--- config.mk ---
export PLATFORM = sky130hd
export DESIGN_NAME = led_chaser
export DESIGN_NICKNAME = d
export VERILOG_FILES = /design/src/rtl/led_chaser.sv
export SDC_FILE = /design/constraint.sdc
export NUM_CORES = 1
export LEC_CHECK = 0
export ABC_AREA = 1
export CORE_ASPECT_RATIO = 1.75
export CORE_MARGIN = 3
export CORE_UTILIZATION = 46
export DETAILED_ROUTE_END_ITERATION = 12
export SLEW_MARGIN = 30
export SYNTH_ARGS = -nofsm -noshare
export SYNTH_HDL_FRONTEND = slang
export SYNTH_SLANG_ARGS = --single-unit
--- constraint.sdc ---
create_clock -name clk -period 1.85 [get_ports clk]
set_clock_uncertainty 0.1 [all_clocks]
set_input_delay 0.555 -clock clk [delete_from_list [all_inputs] [get_ports clk]]
set_output_delay 0.555 -clock clk [all_outputs]
set_load 0.005 [all_outputs]
--- src/rtl/led_chaser.sv ---
// led_chaser: animated LED indicator for the dice game's result display.
// Decodes the 3-bit win code into chase-up, chase-down, bounce, blink or an
// all-lit idle pattern, advancing one animation step every STEP_DIV clocks.
//   clk  : rising-edge clock
//   rst  : synchronous active-high reset
//   win  : mode code (0 idle, 1 chase up, 2 chase down, 3 bounce, 4 blink,
//          5-7 idle)
//   led  : registered LED drive, N_LED wide, polarity set by ACTIVE_LOW
//   step : one-cycle pulse on each cycle the animation state advances
module led_chaser #(
  parameter int N_LED      = 8,
  parameter int STEP_DIV   = 5_000_000,
  parameter int ACTIVE_LOW = 1
) (
  input  logic             clk,
  input  logic             rst,
  input  logic [2:0]       win,
  output logic [N_LED-1:0] led,
  output logic             step
);

  localparam int PW = $clog2(N_LED);
  localparam int CW = (STEP_DIV > 1) ? $clog2(STEP_DIV) : 1;

  localparam logic [PW-1:0]    LAST     = PW'(N_LED - 1);
  localparam logic [PW-1:0]    PRE_LAST = PW'(N_LED - 2);
  localparam logic [PW-1:0]    ONE      = PW'(1);
  localparam logic [CW-1:0]    CNT_TOP  = CW'(STEP_DIV - 1);
  localparam logic [N_LED-1:0] MSB_ONE  = {1'b1, {(N_LED-1){1'b0}}};
  localparam logic [N_LED-1:0] IDLE_LED = (ACTIVE_LOW != 0) ? '0 : '1;

  typedef enum logic [2:0] {
    M_IDLE   = 3'd0,
    M_UP     = 3'd1,
    M_DOWN   = 3'd2,
    M_BOUNCE = 3'd3,
    M_BLINK  = 3'd4
  } mode_t;

  mode_t            mode_q;
  mode_t            m;
  logic [PW-1:0]    pos;
  logic             dir;   // 0 = up, 1 = down
  logic [CW-1:0]    cnt;
  logic             ph;
  logic [N_LED-1:0] lit;
  logic             pos_bad;

  always_comb begin
    m = M_IDLE;
    case (win)
      3'd1:    m = M_UP;
      3'd2:    m = M_DOWN;
      3'd3:    m = M_BOUNCE;
      3'd4:    m = M_BLINK;
      default: m = M_IDLE;
    endcase
  end

  // pos 0 is the MSB LED, so the one-hot is a right shift of the MSB bit.
  always_comb begin
    lit = '1;
    case (mode_q)
      M_UP, M_DOWN, M_BOUNCE: lit = MSB_ONE >> pos;
      M_BLINK:                lit = ph ? '1 : '0;
      default:                lit = '1;
    endcase
  end

  // Out-of-range positions only exist when N_LED is not a power of two.
  generate
    if ((1 << PW) == N_LED) begin : g_pow2
      assign pos_bad = 1'b0;
    end else begin : g_guard
      assign pos_bad = (pos > LAST);
    end
  endgenerate

  always_ff @(posedge clk) begin
    if (rst) begin
      mode_q <= M_IDLE;
      pos    <= '0;
      dir    <= 1'b0;
      cnt    <= '0;
      ph     <= 1'b0;
      step   <= 1'b0;
      led    <= IDLE_LED;
    end else begin
      led <= (ACTIVE_LOW != 0) ? ~lit : lit;
      if (m != mode_q) begin
        mode_q <= m;
        cnt    <= '0;
        step   <= 1'b0;
        case (m)
          M_UP:     pos <= '0;
          M_DOWN:   pos <= LAST;
          M_BOUNCE: begin
            pos <= '0;
            dir <= 1'b0;
          end
          M_BLINK:  ph <= 1'b1;
          default:  ;
        endcase
      end else if (cnt == CNT_TOP) begin
        cnt  <= '0;
        step <= 1'b1;
        case (mode_q)
          M_UP:     pos <= (pos == LAST) ? '0 : pos + ONE;
          M_DOWN:   pos <= (pos == '0) ? LAST : pos - ONE;
          M_BOUNCE: begin
            if (!dir) begin
              if (pos == LAST) begin
                dir <= 1'b1;
                pos <= PRE_LAST;
              end else begin
                pos <= pos + ONE;
              end
            end else begin
              if (pos == '0) begin
                dir <= 1'b0;
                pos <= ONE;
              end else begin
                pos <= pos - ONE;
              end
            end
          end
          M_BLINK:  ph <= ~ph;
          default:  ;
        endcase
      end else begin
        cnt  <= cnt + 1'b1;
        step <= 1'b0;
      end
      if (pos_bad) pos <= '0;
    end
  end

endmodule

==> impl_metrics.csv <==
group,metric,value,unit
yosys,ys_types,32,
global_route,antenna_found_initial,0,
clocking,ctsHoldBuffers,0,
placed_design,io_buffers,13,
drt,vias,2158,
drt,drt-initial-drc-count,67,
drt,wl_per_cell,13.04,um
clocking,cts_max_level,2,
clocking,numClockSinks,40,
timing,finalHoldViolations,0,
worst_setup_path,r2r-start,"cnt[0]",
floorplanning,core-area,4707,um^2
timing,finalSetupViolCount,0,
power_and_ir_drop,p_per_area,690.7,nW/um^2
hold_path,min_path_type,"flip-flop to flip-flop",
drt,routed_wl,5.451,mm
final_layout,layout-drive-gt1-share,21.04,%
global_route,grt_max_degree,17,
worst_setup_path,r2r_slack,0.17,ns
clocking,clkTransAtPathRegs,0.07,ns
final_layout,syn_to_final_growth,24.71,%
yosys,synth.avg_cell_area,7.004,um^2
worst_setup_path,cp_max_fo,1,
clocking,clockBufferDepth,2,
floorplanning,die_y,98.49,um
yosys,syn-num-nets,335,
power_and_ir_drop,switching_share,26.46,%
drt,drtPass1Iterations,4,
floorplanning,io_pins,14,
clocking,root_buffer,"clkbuf_8",
timing,fin_crit_sh,94.60,%
yosys,netlist_area,2248,um^2
global_route,busiest_layer,"met2",
run,maxCapViolations,0,
worst_setup_path,critPathKind,"flip-flop to output port",
global_route,grt_usage,20.28,%
final_layout,finalNetCount,379,
worst_setup_path,cp.depth,1,
power_and_ir_drop,internal_power,1.424,mW
timing,drv_slew,0,
global_route,grt_pass1_vias,2137,
yosys,synth_seq_cells,40,
timing,rsz0062_at_grt,"true",
global_route,grt_overflow,0,
timing,maxSlewHeadroom,71.88,%
power_and_ir_drop,leakage,1.148,nW
floorplanning,fp.dieW,58.85,um
global_route,use_met2,38.07,%
power_and_ir_drop,switchingPower,0.5125,mW
clocking,clk_latency,0.30,ns
timing,finalCriticalPeriod,1.750,ns
worst_setup_path,max_stage_delay,0.49,ns
worst_setup_path,setup.worst_path.end_class,"output port",
timing,worst_pin_slew,0.4185,ns
global_route,met3_usage,3.670,%
worst_setup_path,path_buf_inv,1,
worst_setup_path,r2r_end,"cnt[20]",
clocking,post_cts_buffers,0,
worst_setup_path,cp_cell_sequence,"clkdlybuf4s50_1",
worst_setup_path,cp_slowest_cell,"clkdlybuf4s50_1",
drt,drtAntennaViolNets,0,
status,status,"complete, no violations",
worst_setup_path,rr_worst_depth,7,
global_route,grt.met1_usage,18.33,%
timing,setup_tns,0,ns
worst_setup_path,required,1.19,ns
floorplanning,placementRows,33,
final_layout,diodes,0,
floorplanning,start_util,47.77,%
floorplanning,dieArea,5796,um^2
yosys,seq_area_frac_synth,35.61,%
placed_design,routabilityCongestion,0.8749,
drt,drc,0,
worst_setup_path,crit_end,"led[5]",
worst_setup_path,worstPathArrival,1.10,ns
worst_setup_path,start_kind,"flip-flop",
placed_design,dp_hpwl,4.275,mm
clocking,cts_tree,"yes",
timing,fmax,571.4,MHz
power_and_ir_drop,power_frac_comb,16.5,%
power_and_ir_drop,seqPwrFrac,47.0,%
global_route,grt_pass1_wl,8.894,mm
power_and_ir_drop,total_power,1.937,mW
drt,viasPerCell,5.163,
worst_setup_path,startpoint,"led[5]",
worst_setup_path,cp_top_family,"buffers and inverters",
yosys,synth_warnings,0,
yosys,syn-instance-count,321,
power_and_ir_drop,ir_worst_vdd,0.0006512,V
power_and_ir_drop,clkPwrFrac,36.5,%
clocking,cts_buffers,5,
[layer usage]
layer,wire length (um),vias to the layer above
met1,1903,988
met3,97,26
met2,3059,32
met4,391,0
met5,0,-
li1,-,1112
[synth_stat cells, drive strengths merged]
| library cell | count | area [um^2] |
|---|---|---|
| dfxtp | 40 | 800.8 |
| ha | 9 | 112.6 |
| nor3 | 20 | 121.4 |
| nand2 | 77 | 306.5 |
| a21oi | 16 | 87.59 |
| nand3 | 23 | 115.1 |
| nand4 | 5 | 31.28 |
| or2 | 2 | 12.51 |
| buf | 2 | 18.77 |
| inv | 46 | 175.2 |
| nand3b | 1 | 7.510 |
| xor2 | 5 | 43.79 |
| o21ai | 6 | 33.78 |
| o21bai | 1 | 7.510 |
| a31oi | 6 | 37.54 |
| nor3b | 3 | 27.52 |
| xnor2 | 5 | 43.79 |
| nor2 | 54 | 265.3 |
[layout by cell type, fill, tap and decap left out, types with 5 or more instances in the layout]
master | Yosys | routed
clkbuf_8 | 0 | 5
xnor2_1 | 5 | 5
buf_4 | 1 | 24
nand2_1 | 72 | 70
a31oi_1 | 6 | 6
a21oi_1 | 14 | 14
nand2_2 | 4 | 6
nor2_1 | 42 | 40
nor3_1 | 17 | 13
clkdlybuf4s50_1 | 0 | 10
nor3_2 | 2 | 6
inv_1 | 42 | 42
ha_1 | 9 | 6
nand3_1 | 23 | 21
dfxtp_1 | 40 | 39
xor2_1 | 5 | 5
nand4_1 | 5 | 5
nor2_2 | 9 | 10
[worst min path at each step]
| stage | start | endpoint | slack, ns | cells after the start |
|---|---|---|---|---|
| 4_1_cts | ph | ph | 0.39 | 2 |
| 5_1_grt | ph | ph | 0.40 | 2 |
| 2_1_floorplan | cnt[0] | cnt[0] | 0.33 | 1 |
| 6_report | ph | ph | 0.38 | 2 |
| 3_3_place_gp | ph | ph | 0.36 | 2 |
| 3_5_place_dp | ph | ph | 0.37 | 2 |
[flip-flops by register name (all words and copies together) (netlist names)]
signal	flops
pos	3
dir	1
ph	1
step	1
cnt	23
led	8
mode_q	3
[worst register-to-register path: cells and delay by family, from the launching register on]
kind / cells / cell delay [ns]
simple gates: 5 / 0.72
buf+inv: 1 / 0.17
fa+ha+maj: 1 / 0.22
flops: 1 / 0.35
[power groups by stage]
stage	Combinational (mW)	Sequential (mW)	Clock, mW
after global placement	0.313	0.929	0
after CTS	0.317	0.909	0.717
after floorplan	0.200	0.926	0
after global routing	0.365	0.914	0.763
final	0.320	0.910	0.706
after detailed placement	0.316	0.929	0
[layout make-up]
class	count	area (um^2)
fillers	468	1903
repair buffers	39	337.8
flip-flops and latches	40	802.0
inverters	46	177.7
clock inverters	2	35.03
multi-input cells	233	1314
well taps	52	65.06
clock buffers	6	72.57
[what timing repair did]
action,in CTS,in global routing
pin swaps,1,2
hold endpoints to repair,0,0
setup endpoints to repair,27,12
gates resized for setup,7,15
[cell families (layout without fill, tap and decap cells)]
group                    after synthesis  after routing  synth area share (%)
adder cells (fa/ha/maj)                9              9                 5.008
flip-flops                            40             40                 35.62
AND/OR/NAND/NOR                      185            185                 39.45
buffers and inverters                 48             93                 8.626
XOR/XNOR                              10             10                 3.895
AO/OA/AOI/OAI                         29             29                 7.402
[per-stage QoR]
stage	cells	instance area, um^2	utilization (%)	worst slack, ns	hold slack, ns
2_1_floorplan	321	2248	-	0.1283	0.3272
3_3_place_gp	410	2633	55.93	-0.4044	0.3643
3_5_place_dp	410	2633	55.93	-0.4414	0.3698
4_1_cts	418	2750	58.43	0.01527	0.3858
5_1_grt	418	2804	59.57	-0.01402	0.4011
6_report	418	2804	59.57	0.09982	0.3803
No activity file was read; power rests on OpenSTA's default activity.
